`config.mk`:
```
export PLATFORM = sky130hd
export DESIGN_NAME = reg_scoreboard
export DESIGN_NICKNAME = d
export VERILOG_FILES = /design/src/rtl/reg_scoreboard.sv
export SDC_FILE = /design/constraint.sdc
export NUM_CORES = 1
export LEC_CHECK = 0
export CAP_MARGIN = 10
export CORE_ASPECT_RATIO = 1.75
export CORE_MARGIN = 2
export CORE_UTILIZATION = 64
export CTS_CLUSTER_SIZE = 8
export DETAILED_ROUTE_END_ITERATION = 8
export DONT_BUFFER_PORTS = 1
export GPL_TIMING_DRIVEN = 1
export PLACE_DENSITY = 0.88
export SKIP_CTS_REPAIR_TIMING = 1
export SYNTH_ARGS = -nofsm -noshare
export SYNTH_HDL_FRONTEND = slang
export SYNTH_SLANG_ARGS = --single-unit
```
`constraint.sdc`:
```
create_clock -name clk -period 3.7 [get_ports clk]
set_input_delay 0.74 -clock clk [delete_from_list [all_inputs] [get_ports clk]]
set_output_delay 0.74 -clock clk [all_outputs]
set_load 0.01 [all_outputs]
```
`src/rtl/reg_scoreboard.sv`:
```
// Register-file scoreboard: per-register in-flight write counters that gate issue
// on RAW hazards and on per-register write-count saturation.
module reg_scoreboard #(
  parameter int rfWidth = 3,
  parameter int maxPend = 3
) (
  input  logic                    clk,
  input  logic                    rst,
  input  logic                    issueValid,
  input  logic [rfWidth-1:0]      issueOp1,
  input  logic [rfWidth-1:0]      issueOp2,
  input  logic                    issueWriteEn,
  input  logic [rfWidth-1:0]      issueDst,
  output logic                    issueReady,
  output logic                    stall,
  input  logic                    wbWriteEn,
  input  logic [rfWidth-1:0]      wbAddr,
  input  logic                    killValid,
  input  logic [rfWidth-1:0]      killAddr,
  output logic [2**rfWidth-1:0]   busy,
  output logic                    underflow
);

  localparam int NREG = 2**rfWidth;
  localparam logic [1:0] MAX_CNT = 2'(maxPend);

  logic [NREG-1:1][1:0] r_count;
  logic [NREG-1:1][1:0] w_count_nxt;
  logic [NREG-1:1]      w_uf_vec;
  logic [NREG-1:0][1:0] w_count_rd;
  logic                 r_underflow;
  logic                 w_ready;
  logic                 w_inc_en;

  // Register 0 reads as a permanently empty counter.
  always_comb begin
    w_count_rd[0] = 2'd0;
    for (int i = 1; i < NREG; i++) w_count_rd[i] = r_count[i];
  end

  // NOTE: combinational blocks assign every output a default first so no latch is inferred.
  always_comb begin
    w_ready = 1'b1;
    if (issueOp1 != '0 && w_count_rd[issueOp1] != 2'd0) w_ready = 1'b0;
    if (issueOp2 != '0 && w_count_rd[issueOp2] != 2'd0) w_ready = 1'b0;
    if (issueWriteEn && issueDst != '0 && w_count_rd[issueDst] == MAX_CNT) w_ready = 1'b0;
  end

  assign issueReady = w_ready;
  assign stall      = issueValid & ~w_ready;
  assign w_inc_en   = issueValid & w_ready & issueWriteEn;

  for (genvar g = 1; g < NREG; g++) begin : g_cnt
    logic       w_inc;
    logic       w_wb;
    logic       w_kill;
    logic [2:0] w_up;
    logic [2:0] w_dn;

    assign w_inc  = w_inc_en  && (issueDst == rfWidth'(g));
    assign w_wb   = wbWriteEn && (wbAddr   == rfWidth'(g));
    assign w_kill = killValid && (killAddr == rfWidth'(g));
    assign w_up   = {1'b0, r_count[g]} + {2'b00, w_inc};
    assign w_dn   = {2'b00, w_wb} + {2'b00, w_kill};

    // Net change of all three sources in one edge; going below zero clamps and flags.
    assign w_uf_vec[g]    = (w_dn > w_up);
    assign w_count_nxt[g] = (w_dn > w_up) ? 2'd0 : 2'(w_up - w_dn);
  end

  // NOTE: sequential state uses non-blocking assignments so every flop samples pre-edge values.
  // NOTE: the counter table is a small flop array, so it is cleared by reset rather than left unknown.
  always_ff @(posedge clk or posedge rst) begin
    if (rst) begin
      r_count     <= '0;
      r_underflow <= 1'b0;
    end else begin
      r_count     <= w_count_nxt;
      r_underflow <= r_underflow | (|w_uf_vec);
    end
  end

  always_comb begin
    busy = '0;
    for (int i = 1; i < NREG; i++) busy[i] = (r_count[i] != 2'd0);
  end

  assign underflow = r_underflow;

endmodule

```
# == Word-level counts from Yosys, hierarchy flattened ==
# Cells that the tools add are included.
# classes
mul,0
mux,16
shifts,0
div_mod_pow,0
order_cmp,10
n_reduce_logical,38
n_addsub,21
eq_ne,22
bitwise_logic,5
# op_table
cell,n
"== test 3 bit, second input constant",12
logical AND 1 bit,25
adder 2 x 1 -> 3 bit,7
greater-than comparator 2 x 3 -> 1 bit,7
two-way mux 2 bit,10
binary-select mux 2 bit (select 3 bit),3
"== test 3 x 2 -> 1 bit, second input constant",6
nonzero test 2 bit,9
adder 1 x 1 -> 2 bit,7
subtractor 2 bit,7
"< comparator 3 x 4 -> 1 bit, second input constant",3
"== test 3 x 1 -> 1 bit, second input constant",3
nonzero test 3 bit,3
OR reduction 7 bit,1
AND 1 bit,3
two-way mux 1 bit,3
"== test 2 bit, second input constant",1
NOT 1 bit,1
bitwise OR 1 bit,1
# word_totals
n_memories,0
mem_bits_rw,0
latchBits,0
wordCells,120
rom_bits,0
regBits,15

# == Depth between registers and ports, before layout ==
# Gate-level depths: netlist of run 1.
# logic_depth
depth_word,14
mapped_depth,15
ltp_nobuf,13

# == Worst setup path after synthesis of run 1 ==
# OpenSTA, ideal clock, no wires.
# synth_path
path_type,in2reg
start,in issueDst[0]
end,"reg r_underflow, in the netlist underflow"
setup_time_ns,0.135
t_arrival_ns,3.067
stages,14
setup_slack_ns,0.498
n_path_buf,1
required_ns,3.565
cell_sequence,mux2_1 a22oi_1 nor4b_1 or3_1 buf_6 nor4_1 ha_1 ha_1 inv_1 ha_1 a21oi_1 nor2_1 a22oi_1 nand4_1
# synth_via
elab_chain_len,12
# synth_lines
item,line,rtl
start: declaration,13,"input logic [rfWidth-1:0] issueDst,"
binary-select mux 2 bit (select 3 bit),46,if (issueWriteEn && issueDst != '0 && w_count_rd[issueDst] == MAX_CNT) w_ready = 1'b0;
two-way mux 2 bit (not written as such),46,
== test 2 bit,46,
logical AND 1 bit,46,
two-way mux 1 bit,46,
AND 1 bit (2 in series),51,assign w_inc_en = issueValid & w_ready & issueWriteEn;
logical AND 1 bit,60,assign w_inc = w_inc_en && (issueDst == rfWidth'(g));
adder 2 x 1 -> 3 bit,63,"assign w_up = {1'b0, r_count[g]} + {2'b00, w_inc};"
greater-than comparator 2 x 3 -> 1 bit,67,assign w_uf_vec[g] = (w_dn > w_up);
OR reduction 7 bit (*),79,r_underflow <= r_underflow | (|w_uf_vec);
bitwise OR 1 bit (*),79,
end signal: assignment,79,
end: declaration,31,logic r_underflow;
# Mark *: on every way between the ends. The rest lies on a longest branch, timed or not. The select of a mux whose other input is x is not followed.

# == Worst setup path in the final report of run 1 ==
# layout_path
start,reg r_count[6] (netlist name)
end,"reg r_underflow, in the netlist underflow"
# layout_via
elab_chain_len,14
# layout_lines
item,line,rtl
start: declaration,27,logic [NREG-1:1][1:0] r_count;
start signal: assignment,78,r_count <= w_count_nxt;
binary-select mux 2 bit (select 3 bit),44,if (issueOp1 != '0 && w_count_rd[issueOp1] != 2'd0) w_ready = 1'b0;
two-way mux 2 bit (not written as such),44,
nonzero test 2 bit,44,
logical AND 1 bit,44,
two-way mux 1 bit,44,
two-way mux 1 bit,45,if (issueOp2 != '0 && w_count_rd[issueOp2] != 2'd0) w_ready = 1'b0;
two-way mux 1 bit,46,
AND 1 bit (2 in series),51,
logical AND 1 bit,60,
adder 2 x 1 -> 3 bit,63,
greater-than comparator 2 x 3 -> 1 bit,67,
OR reduction 7 bit (*),79,
bitwise OR 1 bit (*),79,
# Marks and branches as above.

==> run metrics, run 1 <==
status complete, no violations; Synth area leaders ha_1 29%, dfrtp_1 21%, inv_1 6.6%, nor2_1 6.2%, a21oi_1 3.9%; layout cells sized above 1 6.70%; routed length per instance 14.6 µm; Placeable Area 2690 µm²; CTS tree yes; Worst-Margin Slew 0.559 ns; Yosys top cell area share 29.0%; Mapped Area 1810 µm²; Initial Utilization 67.3%; Yosys reg bits 15; slowest stage cell, crit path or3_1; post-synthesis sequential area ratio 20.7%; ANT nets after route 0; Area Growth Syn to Fin 3.87%; Reg power frac 29.6%; CP peak stage delay 0.46 ns; WP data arrival 3.59 ns; Sum Neg Setup Slack 0 ns; largest net degree at the start of global routing 16; Die Area 3280 µm²; Setup crit end kind flip-flop; Clock transition at path regs 0.06 ns; TritonRoute pass-1 iters 4; grt total ovfl 0; Clock Latency Late Sink 0.25 ns; final hold viol count 0; Required @ worst endpoint 3.82 ns; count of input and output buffers 0; post-DP HPWL 3110 µm; max cap viols 0; CTS Sinks 15; final cell utilization of the core 69.9%; Synth cell types 41; Via-to-Cell Ratio 6.02; number of flops mapped to enable cells by yosys 0; leak pwr 0.000942 µW; Syn Area/Cell 8.19 µm²; Hold Path Class in -> async; global placement routability congestion 0.864; cell family with most CP delay simple AND/OR/NAND/NOR gates; relative slew slack 62.7%; final hold slack 0.430 ns; Peak supply drop 0.000205 V; final setup violation count 0; GRT Util Overall 25.4%; Cells after Synth 221; Clock Path Buffers 2; WS Path Type reg -> reg; CTS Buf Count 3; Top Ports 32; first-pass GRT wire length 6320 µm; CP Buf/Inv Count 2; starting DRC count in detailed routing 25; # nets final 288; clock skew 0.00468 ns; Yosys warnings 0; Tmin final 3.47 ns; vias in the first global route 1,536; Worst path most repeated cell ha_1; diode count 0; Peak Freq 288 MHz; Net Sw Power 346 µW; H-Tree Level Count 1; WL final 3670 µm; Synth Flop Type dfrtp_1; Design Power 800 µW; Final period util 93.8%; routed vias 1,511; Power Density 426 nW/µm²; Int Pwr 454 µW; Die H 74.3 µm; root buf cell clkbuf_8; row cnt 25; number of antenna violations at the first check in global routing 0; syn nets 284; Sw Ratio 43.2%; clock power share 16.5%; Synth area leader ha_1; crit start category flip-flop; Pins Over Slew Limit 0; Remaining DRCs 0; async set-reset flop share out of synthesis 100%; Cell Chain, Critical Path or2_1, o22ai_1, nor3_2, or3_1, buf_4, nor4_2, ha_1, ha_1, inv_1, ha_1, a21oi_1, nor2_1, a22oi_1, nand4_1; die width 44.2 µm; RSZ-0062 raised after global routing no; CP Max Fanout 5; combinational group share of total power 53.9%
==> metrics by stage <==
step	setup WS (ns)	cells	cell area, µm²
2_1_floorplan	0.498	221	1810
3_3_place_gp	0.189	247	1830
3_5_place_dp	0.0763	247	1830
4_1_cts	0.108	251	1870
5_1_grt	0.00582	251	1880
6_report	0.230	251	1880
==> Yosys cell counts, types with 2 or more instances <==
library cell	instances
nor4_2	2
nand3_1	4
or3_1	4
nand2_1	15
mux2_1	2
nor4_1	4
or2_1	3
nand2b_1	6
nor2_1	30
nor3_1	5
inv_1	32
a211oi_1	2
or2_2	3
a21oi_1	14
o21ai_0	2
a22oi_1	4
ha_1	42
dfrtp_1	15
nor3b_1	2
nand4_1	2
buf_6	2
o22ai_1	2
xor2_1	6
==> cell type report <==
class                   count  area (µm²)
multi-input cells         171        1290
clock buffers               4        45.0
flip-flops and latches     15         375
inverters                  32         120
fillers                   215         811
well taps                  27        33.8
repair buffers              2        15.0
==> worst reg2reg max path, delay by kind of cell (launching register included) <==
kind	cells	cell delay, ns
simple gates	6	1.37
flops	1	0.41
fa+ha+maj	3	0.74
compound gates	3	0.58
buf+inv	2	0.26
==> worst paths after layout <==
| kind | startpoint | endpoint | slack, ns | depth (start not counted) |
|---|---|---|---|---|
| worst max register to register | r_count[6] | underflow | 0.23 | 14 |
| min in group clk | underflow | underflow | 0.61 | 2 |
| worst min-delay path | rst | r_count[0] | 0.43 | 1 |
| worst max-delay path | r_count[6] | underflow | 0.23 | 14 |
| max in group asynchronous | rst | r_count[1] | 2.90 | 1 |
| worst min register to register | underflow | underflow | 0.61 | 2 |
==> power groups by stage <==
stage,Sequential (µW),Combinational [µW],Clock [µW]
after floorplan,228,356,0
after global placement,239,416,0
after detailed placement,239,428,0
after CTS,236,431,132
after global routing,242,489,142
final,237,431,132
==> layer usage <==
layer,routed length (µm),track usage (%),vias to the layer above
met5,0,0,-
met4,69,9.43,0
met3,192,2.43,6
met2,2000,48.7,50
met1,1410,27.8,689
li1,-,-,766
==> cells in the final DEF (no fill, tap or decap), types with 2 or more instances in the layout <==
cell,instances
dfrtp_1,15
nand2b_1,6
mux2_1,2
nor2_1,30
xor2_1,6
nand4_1,2
or3_1,4
clkbuf_8,3
nand3_1,4
a22oi_1,4
o21ai_0,2
nor3_1,5
a211oi_1,2
a21oi_1,14
buf_4,2
ha_1,42
nand2_1,15
or2_1,3
inv_1,32
nor3b_1,2
o22ai_1,2
or2_2,3
nor4_1,3
nor4_2,3
==> cells by family (layout without fill, tap and decap cells) <==
logic type                 after synthesis  after routing  share of synthesized area, %
AOI/OAI and AO/OA                       33             33                          11.8
xor gates and xnor gates                 6              6                          2.90
adders and majority gates               42             42                          29.0
buffers and inverters                   35             38                          8.30
DFF                                     15             15                          20.7
muxes                                    3              3                          1.80
other                                    1              1                         0.207
and+or+nand+nor                         86             86                          25.2
==> sequential cells by signal (all words and copies together), names as in the netlist <==
register,count
r_count,14
underflow,1
Note: power is estimated with default switching activity, not from simulation.
==> run 2, diff against run 1 <==
==> constraint.sdc (replaced) <==
create_clock -name clk -period 3.7 [get_ports clk]
set_input_delay 0 -clock clk [delete_from_list [all_inputs] [get_ports clk]]
set_output_delay 0 -clock clk [all_outputs]
set_load 0.01 [all_outputs]
==> run 2 against run 1 <==
Against the previous run:
- die area unchanged
- sequential share of layout area increased by 0.11 points
- cell count decreased by 0.40%
- combinational power increased by 2%
- clock power about the same
- register-to-register slack improved by 0.10 ns
- largest cell class unchanged
- largest power group unchanged
==> run metrics, run 2 (same netlist as run 1, synthesis figures left out) <==
routed length per instance 15.8 µm (+8.3%); Clock Latency Late Sink 0.25 ns (about the same); Clock Path Buffers 2 (unchanged); RSZ-0062 raised after global routing no; Peak Freq 297 MHz (+3.1%); final setup violation count 0 (unchanged); H-Tree Level Count 1 (unchanged); Required @ worst endpoint 3.82 ns (about the same); GRT Util Overall 27.4% (+1.9 points); final hold slack 0.122 ns (-0.308 ns); first-pass GRT wire length 6690 µm (+5.8%); Setup WS post-layout 0.334 ns (+0.104 ns); final hold viol count 0 (unchanged); starting DRC count in detailed routing 53 (+110%); Power Density 432 nW/µm² (+1.5%); global placement routability congestion 0.875 (+1.2%); layout cells sized above 1 5.83% (-0.87 points); crit start category flip-flop; DP Cell Count 245 (-0.81%); root buf cell clkbuf_8; Remaining DRCs 0 (unchanged); WP data arrival 3.48 ns (-0.11 ns); Sum Neg Setup Slack 0 ns (unchanged); relative slew slack 62.5% (-0.17 points); pre-CTS setup slack 0.399 ns (+0.322 ns); max cap viols 0 (unchanged); most common cell after layout, fill and taps aside ha_1; Reg with most FFs r_count; vias in the first global route 1,629 (+6.1%); post-DP HPWL 3330 µm (+7.2%); CP Max Fanout 9 (+4); die width 44.2 µm (unchanged); leak pwr 0.000938 µW (-0.37%); Finished Layout Cells 250 (-0.40%); # nets final 287 (-0.35%); most frequent cells in the layout 42 x ha_1, 32 x inv_1, 30 x nor2_1, 15 x nand2_1, 15 x dfrtp_1; CTS Buf Count 3 (unchanged); Initial Utilization 67.3% (unchanged); TritonRoute pass-1 iters 4 (unchanged); Top Ports 32 (unchanged); Setup crit end kind flip-flop; CTS tree yes; largest net degree at the start of global routing 16 (unchanged); Placeable Area 2690 µm² (unchanged); row cnt 25 (unchanged); count of input and output buffers 0 (unchanged); Tmin final 3.37 ns (-0.104 ns); ANT nets after route 0 (unchanged); Area Growth Syn to Fin 3.32%; WL final 3960 µm (+7.8%); routed vias 1,533 (+1.5%); Die H 74.3 µm (unchanged); Die Area 3280 µm² (unchanged); Clock transition at path regs 0.06 ns (about the same); Final period util 91.0% (-2.8 points); max reg flops 14 (unchanged); grt total ovfl 0 (unchanged); clock skew 0.00117 ns (-0.00351 ns); number of antenna violations at the first check in global routing 0 (unchanged); Hold Path Class in -> out; Peak supply drop 0.000185 V (-9.9%); WS Path Type reg -> reg; Via-to-Cell Ratio 6.13 (+1.9%); status complete, no violations; Worst-Margin Slew 0.561 ns (+0.00251 ns); CTS Sinks 15 (unchanged); final cell utilization of the core 69.5% (-0.37 points); Pins Over Slew Limit 0 (unchanged); diode count 0 (unchanged)
## run 2: cell count changes in the layout (fill, tap and decap cells not counted), sizes merged
cell / delta
clkinv: +1
buf: -2
clkbuf: -1
dlygate4sd3: +1
## run 2: final timing paths
kind                       startpoint     endpoint  slack, ns  depth (start not counted)
max in group asynchronous         rst   r_count[0]       3.08                          2
min in group asynchronous         rst  r_count[13]       0.25                          2
setup reg to reg           r_count[6]    underflow       0.33                         13
hold / removal             issueValid        stall       0.12                          1
setup / recovery           r_count[6]    underflow       0.33                         13
hold reg to reg             underflow    underflow       0.60                          2
## run 2: layout make-up
cell class | instances | area [µm²]
clock buffers | 3 | 41.3
clock inverters | 1 | 5.00
fillers | 227 | 821
inverters | 32 | 120
multi-input cells | 171 | 1280
flip-flops and latches | 15 | 375
well taps | 27 | 33.8
repair buffers | 1 | 10.0
## run 2: metrics by stage
step	total power, µW	cell area [µm²]
2_1_floorplan	585	1810
4_1_cts	801	1860
5_1_grt	873	1870
6_report	808	1870
3_5_place_dp	667	1810
3_3_place_gp	649	1810
## run 2: per-layer routing
metal	track usage, %	vias to the layer above	routed length [µm]
met5	0	-	0
met2	52.0	46	2210
met1	28.2	715	1490
li1	-	763	-
met3	2.91	9	159
met4	14.5	0	101
## run 2: power breakdown
part,switching (µW),internal [µW]
combinational,267,171
clock,58.6,74.6
sequential,33.5,203
## run 2: worst max-delay path, cell delays in order, from the launching register on
cell	delay [ns]
dfrtp_1	0.40
or2_1	0.30
o22ai_1	0.21
nor3_2	0.05
or3_1	0.53
nor4_2	0.35
ha_1	0.20
ha_1	0.22
inv_1	0.06
ha_1	0.25
a21oi_1	0.20
a211oi_1	0.09
a21oi_1	0.24
nand4_1	0.13
==> run 3, diff against run 2 <==
--- a/config.mk
+++ b/config.mk
@@ -8,12 +8,12 @@
 export CAP_MARGIN = 10
 export CORE_ASPECT_RATIO = 1.75
 export CORE_MARGIN = 2
-export CORE_UTILIZATION = 64
+export CORE_UTILIZATION = 30
 export CTS_CLUSTER_SIZE = 8
 export DETAILED_ROUTE_END_ITERATION = 8
 export DONT_BUFFER_PORTS = 1
 export GPL_TIMING_DRIVEN = 1
-export PLACE_DENSITY = 0.88
+export PLACE_DENSITY = 0.52
 export SKIP_CTS_REPAIR_TIMING = 1
 export SYNTH_ARGS = -nofsm -noshare
 export SYNTH_HDL_FRONTEND = slang
==> run 3 against run 2 <==
Against the previous run:
- critical path type unchanged
- register-to-register slack barely moved
- wire length is 3.0% higher
- combinational power is 3% lower
- clock power about the same
- first-iteration DRC count is 21% higher
==> run metrics, run 3 (same netlist as run 1, synthesis figures left out) <==
Via-to-Cell Ratio 4.89 (-20%); max reg flops 14 (unchanged); WL final 4080 µm (+3.0%); Initial Utilization 31.0% (-36 points); crit start category flip-flop; Power Density 411 nW/µm² (-4.9%); Setup WS post-layout 0.340 ns (+0.00604 ns); Area Growth Syn to Fin 6.78%; CP peak stage delay 0.53 ns (about the same); most common cell after layout, fill and taps aside ha_1; CTS Buf Count 3 (unchanged); DP Cell Count 296 (+21%); Top Ports 32 (unchanged); Reg with most FFs r_count; routed length per instance 13.5 µm (-14%); slowest stage cell, crit path or3_1; Peak supply drop 0.000121 V (-35%); final setup violation count 0 (unchanged); TritonRoute pass-1 iters 4 (unchanged); WS Path Type reg -> reg; die width 62.7 µm (+42%); Peak Freq 298 MHz (+0.18%); pre-CTS setup slack 0.376 ns (-0.0230 ns); GRT Util Overall 13.1% (-14 points); number of antenna violations at the first check in global routing 0 (unchanged); Met1 Wirelength 1550 µm (+3.9%); starting DRC count in detailed routing 64 (+21%); Met3 Wirelength 239 µm (+50%); diode count 0 (unchanged); leak pwr 0.000935 µW (-0.29%); Setup crit end kind flip-flop; Hold Path Class in -> out; Worst path most repeated cell ha_1; largest net degree at the start of global routing 16 (unchanged); routed vias 1,473 (-3.9%); Die Area 6690 µm² (+100%); count of input and output buffers 0 (unchanged); final hold viol count 0 (unchanged); CTS tree yes; Clock Path Buffers 2 (unchanged); Required @ worst endpoint 3.82 ns (about the same); vias in the first global route 1,600 (-1.8%); Sum Neg Setup Slack 0 ns (unchanged); Design Power 794 µW (-1.7%); layout cells sized above 1 5.38% (-0.45 points); status complete, no violations; Placeable Area 5830 µm² (+120%); Pins Over Slew Limit 0 (unchanged); RSZ-0062 raised after global routing no; row cnt 37 (+48%); Finished Layout Cells 301 (+20%); Tmin final 3.36 ns (-0.00604 ns); most frequent cells in the layout 42 x ha_1, 32 x inv_1, 30 x nor2_1, 15 x nand2_1, 15 x dfrtp_1; relative slew slack 61.6% (-0.90 points); root buf cell clkbuf_8; Clock transition at path regs 0.06 ns (about the same); Final period util 90.8% (-0.16 points); ANT nets after route 0 (unchanged); CTS Sinks 15 (unchanged); H-Tree Level Count 1 (unchanged); WP data arrival 3.48 ns (about the same); max cap viols 0 (unchanged); Cell Chain, Critical Path or2_1, o22ai_1, nor3_2, or3_1, nor4_1, ha_1, ha_1, inv_1, ha_1, a21oi_1, nor2_1, a22oi_1, nand4_1; CP Max Fanout 9 (unchanged); post-DP HPWL 3640 µm (+9.3%); clock skew 0.00187 ns (+0.000694 ns); Worst-Margin Slew 0.575 ns (+0.0135 ns); # nets final 287 (unchanged); DR WL met2 2140 µm (-3.1%); Clock Latency Late Sink 0.24 ns (about the same); Remaining DRCs 0 (unchanged); Die H 107 µm (+44%); first-pass GRT wire length 7070 µm (+5.8%); global placement routability congestion 0.773 (-12%); highest routed layer met4; grt total ovfl 0 (unchanged)
-- run 3: cell count changes in the layout (fill, tap and decap cells not counted), sizes merged --
cell	previous run	this run
clkbuf	3	4
clkinv	1	0
-- run 3: path summary, 6_finish.rpt --
check	start	end	slack [ns]	cells past startpoint
min in group asynchronous	rst	r_count[1]	0.26	2
hold / removal	issueValid	stall	0.13	1
hold reg to reg	underflow	underflow	0.61	2
max in group asynchronous	rst	r_count[2]	3.07	2
setup / recovery	r_count[6]	underflow	0.34	13
setup reg to reg	r_count[6]	underflow	0.34	13
-- run 3: metrics by stage --
stage          utilization (%)  instance area [µm²]  hold WS, ns
2_1_floorplan                -                 1810      -0.0985
3_3_place_gp              32.2                 1880      -0.0123
3_5_place_dp              32.2                 1880     -0.00914
4_1_cts                   32.9                 1920       -0.272
5_1_grt                   33.1                 1930        0.133
6_report                  33.1                 1930        0.129
-- run 3: cell type report --
class,instances,area (µm²)
Tap cell,78,97.6
Multi-Input combinational cell,171,1280
Sequential cell,15,375
Clock buffer,4,45.0
Fill cell,657,3900
Inverter,32,120
Timing Repair Buffer,1,10.0
-- run 3: worst max-delay path, delay by kind of cell, from the launching register on --
kind / cells / cell delay (ns)
compound gates: 3 / 0.61
fa+ha+maj: 3 / 0.71
buf+inv: 1 / 0.06
simple gates: 6 / 1.47
flops: 1 / 0.39
-- run 3: routing by layer --
layer | up-vias | global-route usage (%)
met1 | 652 | 13.2
met4 | 0 | 7.30
met2 | 46 | 25.0
met3 | 12 | 2.20
met5 | - | 0
li1 | 763 | -
-- run 3: power breakdown --
part / internal, µW / total [µW] / leakage, µW / switching [µW]
logic: 169 / 427 / 0.000716 / 259
registers: 203 / 236 / 0.000196 / 33.4
clock network: 76.1 / 131 / 0.0000228 / 54.5
total: 448 / 794 / 0.000935 / 346
